File: config.mk
export PLATFORM = sky130hd
export DESIGN_NAME = serial_mag_comparator
export DESIGN_NICKNAME = d
export VERILOG_FILES = /design/src/rtl/serial_mag_comparator.sv
export SDC_FILE = /design/constraint.sdc
export NUM_CORES = 1
export LEC_CHECK = 0
export CAP_MARGIN = 20
export CORE_AREA = 4 4 59 61
export DETAILED_ROUTE_END_ITERATION = 7
export DIE_AREA = 0 0 63 65
export DONT_BUFFER_PORTS = 1
export SYNTH_ARGS = -nofsm -noshare
export SYNTH_HDL_FRONTEND = slang
export SYNTH_SLANG_ARGS = --single-unit
File: constraint.sdc
create_clock -name clk -period 2 [get_ports clk]
set_clock_uncertainty 0.1 [all_clocks]
set_input_delay 0.4 -clock clk [delete_from_list [all_inputs] [get_ports clk]]
set_output_delay 0.4 -clock clk [all_outputs]
set_load 0.05 [all_outputs]
File: src/rtl/serial_mag_comparator.sv
`default_nettype none
// ============================================================================
//  Module   : serial_mag_comparator
//  Purpose  : Bit-serial magnitude comparator. Operands a and b arrive one bit
//             pair per beat, MSB first, framed by in_first/in_last on a
//             valid/ready stream. One registered result (gt/lt/eq, frame
//             length, overflow flag) is presented per frame on a valid/ready
//             result port.
//  Ports    : clk, rst_n (async, active-low)
//             in_valid/in_ready, in_a, in_b, in_first, in_last  - input beats
//             res_valid/res_ready, res_gt, res_lt, res_eq,
//             res_len[LEN_W-1:0], res_err                         - result
//  Revision : 1.0 - initial release
// ============================================================================
module serial_mag_comparator #(
    parameter int MAX_LEN = 16,
    parameter int LEN_W   = $clog2(MAX_LEN + 1)
) (
    input  logic             clk,
    input  logic             rst_n,
    input  logic             in_valid,
    output logic             in_ready,
    input  logic             in_a,
    input  logic             in_b,
    input  logic             in_first,
    input  logic             in_last,
    output logic             res_valid,
    input  logic             res_ready,
    output logic             res_gt,
    output logic             res_lt,
    output logic             res_eq,
    output logic [LEN_W-1:0] res_len,
    output logic             res_err
);

    localparam logic [1:0] c_idle = 2'd0;
    localparam logic [1:0] c_cmp  = 2'd1;
    localparam logic [1:0] c_done = 2'd2;

    localparam logic [LEN_W-1:0] c_max_len = LEN_W'(MAX_LEN);
    localparam logic [LEN_W-1:0] c_one     = LEN_W'(1);

    logic [1:0]       r_state;
    logic [LEN_W-1:0] r_count;
    logic             r_decided;
    logic             r_gt;
    logic             r_lt;
    logic             r_err;
    logic             r_in_ready;

    logic             w_accept;
    logic             w_take;
    logic [LEN_W-1:0] w_count_nxt;
    logic             w_decided_nxt;
    logic             w_gt_nxt;
    logic             w_lt_nxt;
    logic             w_err_nxt;

    assign in_ready = r_in_ready;
    assign w_accept = in_valid & r_in_ready;
    // In IDLE only a frame-start beat is meaningful; stray beats are consumed
    // and dropped. In CMP every accepted beat updates the frame.
    assign w_take   = w_accept & (in_first | (r_state == c_cmp));

    // Frame state after the current beat. A first beat always restarts the
    // frame, which also covers abandoning a frame in progress.
    always_comb begin
        w_count_nxt   = r_count;
        w_decided_nxt = r_decided;
        w_gt_nxt      = r_gt;
        w_lt_nxt      = r_lt;
        w_err_nxt     = r_err;
        if (in_first) begin
            w_count_nxt   = c_one;
            w_decided_nxt = in_a ^ in_b;
            w_gt_nxt      = in_a & ~in_b;
            w_lt_nxt      = ~in_a & in_b;
            w_err_nxt     = 1'b0;
        end else if (r_count < c_max_len) begin
            w_count_nxt = r_count + c_one;
            // MSB first: only the first differing bit decides the outcome.
            if (!r_decided && (in_a ^ in_b)) begin
                w_decided_nxt = 1'b1;
                w_gt_nxt      = in_a & ~in_b;
                w_lt_nxt      = ~in_a & in_b;
            end
        end else begin
            // Beat beyond MAX_LEN: bit ignored, frame flagged.
            w_err_nxt = 1'b1;
        end
    end

    always_ff @(posedge clk or negedge rst_n) begin
        if (!rst_n) begin
            r_state    <= c_idle;
            r_count    <= '0;
            r_decided  <= 1'b0;
            r_gt       <= 1'b0;
            r_lt       <= 1'b0;
            r_err      <= 1'b0;
            r_in_ready <= 1'b0;
            res_valid  <= 1'b0;
            res_gt     <= 1'b0;
            res_lt     <= 1'b0;
            res_eq     <= 1'b0;
            res_len    <= '0;
            res_err    <= 1'b0;
        end else begin
            case (r_state)
                c_idle, c_cmp: begin
                    r_in_ready <= 1'b1;
                    if (w_take) begin
                        r_count   <= w_count_nxt;
                        r_decided <= w_decided_nxt;
                        r_gt      <= w_gt_nxt;
                        r_lt      <= w_lt_nxt;
                        r_err     <= w_err_nxt;
                        if (in_last) begin
                            // Result is loaded straight from the final beat so
                            // it is valid right after the edge that took it.
                            r_state    <= c_done;
                            r_in_ready <= 1'b0;
                            res_valid  <= 1'b1;
                            res_gt     <= w_gt_nxt;
                            res_lt     <= w_lt_nxt;
                            res_eq     <= ~w_decided_nxt;
                            res_len    <= w_count_nxt;
                            res_err    <= w_err_nxt;
                        end else begin
                            r_state <= c_cmp;
                        end
                    end
                end
                c_done: begin
                    if (res_ready) begin
                        res_valid  <= 1'b0;
                        r_state    <= c_idle;
                        r_in_ready <= 1'b1;
                    end
                end
                default: begin
                    r_state    <= c_idle;
                    r_in_ready <= 1'b1;
                    res_valid  <= 1'b0;
                end
            endcase
        end
    end

endmodule
`default_nettype wire

# ---- Word-level counts from Yosys, hierarchy flattened
# Cells that the tools add are included.
# Widths: inputs -> output; s select.
dict set report word_totals {
  ff_bits 22
  in_bits 8
  output_inout_bits 11
  wordCells 62
}
dict set report op_classes {
  n_addsub 1
  order_cmp 1
  eq_ne 5
  mux 25
  bitwise 9
  reduce_logical 8
}
# op count
set ops {}
lappend ops {{$mux 1} 17}
lappend ops {{$mux 5} 2}
lappend ops {{$mux 2} 3}
lappend ops {{$ne 2x2->1 const B} 3}
lappend ops {{$reduce_and 3->1} 2}
lappend ops {{$add 5x1->5 const B} 1}
lappend ops {{$lt 5x5->1 const B} 1}
lappend ops {{$and 1x1->1} 4}
lappend ops {{$pmux 1 s2} 2}
lappend ops {{$pmux 2 s2} 1}
lappend ops {{$reduce_and 2->1} 2}
lappend ops {{$not 1->1} 3}
lappend ops {{$eq 2x1->1 const B} 1}
lappend ops {{$eq 2x2->1 const B} 1}
lappend ops {{$logic_not 2->1} 1}
lappend ops {{$reduce_or 2->1} 1}
lappend ops {{$logic_and 1x1->1} 1}
lappend ops {{$logic_not 1->1} 1}
lappend ops {{$or 1x1->1} 1}
lappend ops {{$xor 1x1->1} 1}

# ---- Longest topological paths before layout
dict set report depth {
  word_depth 6
  mapped_depth 5
  ltp_nobuf 5
}

# ---- Worst setup path after synthesis
# OpenSTA, ideal clock, no wires.
dict set report synth_timing {
  kind {reg2reg}
  from {register r_in_ready (netlist: in_ready)}
  to {register res_len[1]}
  setup_time_ps 125
  arrival_time_ps 1512
  required_time_ps 1775
  slack_ps 263
  path_stages_with_launch 4
  n_path_buf 0
  synth_period_minus_slack_ps 1737
  cell_sequence {dfrtp_1 -> nand3_4 -> nor2_1 -> mux2_2}
}
dict set report synth_between {
  elab_chain_cells 3
}
# element line
set synth_rtl {}
lappend synth_rtl {{start: declaration} 49} ;# logic r_in_ready;
lappend synth_rtl {{start signal: assignment} 101} ;# r_in_ready <= 1'b0;
lappend synth_rtl {{start signal: assignment} 111} ;# r_in_ready <= 1'b1;
lappend synth_rtl {{start signal: assignment} 122} ;# r_in_ready <= 1'b0;
lappend synth_rtl {{$and 1x1->1} 60} ;# assign w_accept = in_valid & r_in_ready;
lappend synth_rtl {{$and 1x1->1} 63} ;# assign w_take = w_accept & (in_first | (r_state == c_cmp));
lappend synth_rtl {{$reduce_and 3->1 (no line)} -}
lappend synth_rtl {{end signal: assignment} 127} ;# res_len <= w_count_nxt;
lappend synth_rtl {{end: declaration} 32} ;# output logic [LEN_W-1:0] res_len,
# Every way passes these cells.
# A chain may end at the register's enable or synchronous reset.

# ---- Final worst setup path
dict set report layout_timing {
  from {register r_state[1]}
  to {register res_len[1]}
}
dict set report layout_between {
  elab_chain_cells 4
  elab_cells_between_ends 6
  classes_between {eq/ne: 1; bitwise: 2; reduce/logical: 3}
}
# element line
set layout_rtl {}
lappend layout_rtl {{start: declaration} 43} ;# logic [1:0] r_state;
lappend layout_rtl {{start signal: assignment} 95} ;# r_state <= c_idle;
lappend layout_rtl {{start signal: assignment} 121} ;# r_state <= c_done;
lappend layout_rtl {{start signal: assignment} 130} ;# r_state <= c_cmp;
lappend layout_rtl {{$eq 2x1->1} {63, 109}}
lappend layout_rtl {{$or 1x1->1} 63}
lappend layout_rtl {{$and 1x1->1} 63}
lappend layout_rtl {{$reduce_and 3->1 (no line) (*)} -}
# Mark *: on every way between the ends. The rest lies on a longest branch, timed or not.

==> impl_metrics.tcl <==
set metrics [dict create \
    clock_path_buffers 2 \
    leakage_nw 0.5347 \
    ios 19 \
    die_area_um2 4095 \
    fp.dieH_um 65 \
    whs_ns 0.05923 \
    cp_max_fo 9 \
    dr.first_iter.drc_count 11 \
    crit_cells 3 \
    grt.overflow.total 0 \
    final_common_cell "dfrtp_1" \
    final-setup-viol-count 0 \
    viasPerCell 5.896 \
    grt_max_degree 23 \
    powerDensity_nw_per_um2 1339 \
    coreArea_um2 2978 \
    syn_nets 120 \
    grt_setup_unrepaired "false" \
    dieWidth_um 63 \
    drt-total-wl_um 2406 \
    first_global_vias 823 \
    antenna_left 0 \
    max-cap-violations 0 \
    crit_chain "o21bai_2 > nor2_1 > mux2_2" \
    antenna_found_initial 0 \
    slowest_stage "dfrtp_1" \
    finalSetupTns_ns 0 \
    required_ns 2.12 \
    root_buffer "clkbuf_4" \
    finalHoldViolCount 0 \
    route.detailed.drc 0 \
    yosysSeqAreaShare_pct 47.72 \
    final_cell_mix "dfrtp_1 (22), o21ai_0 (16), nor2_1 (7)" \
    cts.sinks 22 \
    gp_congestion 0.8657 \
    startpoint_type "register" \
    nets 123 \
    synthArstFlopShare_pct 100.0 \
    ys_seq_elements 22 \
    synth.distinct_cells 32 \
    end_kind "register" \
    cts_hold_buf 1 \
    drive_gt1_share_pct 18.02 \
    ff2ff_path_depth 3 \
    ir_drop_v 0.0006083 \
    postSynth.topFlopCell "dfrtp_1" \
    relSlewSlack_pct 67.94 \
    dr_total_vias 849 \
    avgRoutedWirePerCell_um 16.71 \
    cp.arrival_ns 1.77 \
    initial_core_util_pct 38.74 \
    syn_to_final_growth_pct 7.701 \
    synth_cells 109 \
    postCtsResizedCells 0 \
    cpLargestDelayFamily "flip-flops" \
    period_minus_slack_ns 1.656 \
    fmax_ghz 0.6038 \
    crit_type "register to register" \
    post-route-period-util_pct 82.82 \
    grt_pass1_wl_um 3995 \
    drtPass1Iterations 4 \
    hold_path.class "input port to register" \
    hpwl_um 1701 \
    max_stage_delay_ns 0.44 \
    yosysWarnings 0 \
    tritoncts "built" \
    rows 20 \
    cts_setup_buffers 0 \
    slew_violations 0 \
    insertion_delay_ns 0.31 \
    antenna_cells 0 \
    min_path_cells 1 \
    syn_area_per_cell_um2 10.58 \
    worst-path-buf-inv 0 \
    grtUsageTotal_pct 12.41 \
    numCtsBuffers 3 \
    io_buffers 0 \
    synth_edf_count 0 \
    path_clk_slew_ns 0.13 \
    htreeDepth 1 \
    tightest_slew_ns 0.4809 \
    syn-cell-area_um2 1154 \
    status "completed" \
]
cell usage after synthesis (2+ instances only):
cell	n	area, um2
dfrtp_1	22	550.5
o21ai_0	16	80.08
nor2_1	7	26.28
a21oi_1	6	30.03
nand2_1	6	22.52
mux2_2	5	56.30
nand2b_1	4	25.02
a311oi_1	3	26.28
a31oi_1	3	18.77
buf_2	3	15.01
ha_1	3	37.54
inv_1	3	11.26
nor2b_1	3	18.77
o31ai_2	3	37.54
a2bb2oi_1	2	17.52
buf_6	2	22.52
o31ai_1	2	15.01
or3_1	2	12.51
flip-flops by register name, indices dropped and copies added (netlist names), named ones only:
register,cells
in_ready,1
r_count,5
r_err,1
r_gt,1
r_lt,1
r_state,2
res_eq,1
res_err,1
res_gt,1
res_len,5
res_lt,1
res_valid,1
cell families after synthesis:
logic type                 count (synthesis)  synth area share, %
AOI/OAI and AO/OA                         39                23.10
xor gates and xnor gates                   1               0.7594
adders and majority gates                  3                3.254
buffers and inverters                      8                4.229
DFF                                       22                47.72
muxes                                      6                5.748
and+or+nand+nor                           30                15.19
layer usage:
layer  GRT usage, %  vias to the layer above  wire, um
met5              0                        -         0
met4          4.408                        0         6
met3          3.986                        2       110
met2          20.16                       13      1186
met1          15.43                      429      1103
li1               -                      405         -
final timing paths:
path                                        startpoint                      to  slack (ns)
max in group asynchronous                        rst_n  r_state[1]$_DFFE_PN0P_        1.03
worst max register to register  r_state[1]$_DFFE_PN0P_  res_len[1]$_DFFE_PN0P_        0.34
min in group asynchronous                        rst_n  res_len[3]$_DFFE_PN0P_        0.32
worst min-delay path                          in_first  res_len[2]$_DFFE_PN0P_        0.06
worst max-delay path            r_state[1]$_DFFE_PN0P_  res_len[1]$_DFFE_PN0P_        0.34
worst min register to register  r_state[1]$_DFFE_PN0P_  r_state[0]$_DFFE_PN0P_        0.42
stage by stage:
| stage | instance area, um2 | util (%) | power (mW) | setup slack (ns) | std cells |
|---|---|---|---|---|---|
| 6_report | 1242 | 41.72 | 1.664 | 0.3437 | 144 |
| 5_1_grt | 1242 | 41.72 | 1.773 | 0.2635 | 144 |
| 3_5_place_dp | 1165 | 39.12 | 1.321 | 0.2324 | 138 |
| 3_3_place_gp | 1165 | 39.12 | 1.303 | 0.2469 | 138 |
| 2_1_floorplan | 1154 | - | 1.242 | 0.2633 | 109 |
| 4_1_cts | 1227 | 41.22 | 1.685 | 0.3580 | 143 |
where the power goes:
group / internal [mW] / switching [mW]
Combinational: 0.174 / 0.190
Sequential: 0.576 / 0.381
Clock: 0.203 / 0.140
final cells by class:
type | instances | area (um2)
fillers | 288 | 1735
multi-input cells | 79 | 554.3
flip-flops and latches | 22 | 550.5
well taps | 33 | 41.29
repair buffers | 3 | 32.53
clock inverters | 1 | 30.03
clock buffers | 3 | 22.52
inverters | 3 | 11.26
Power figures use the tool's default switching activity.
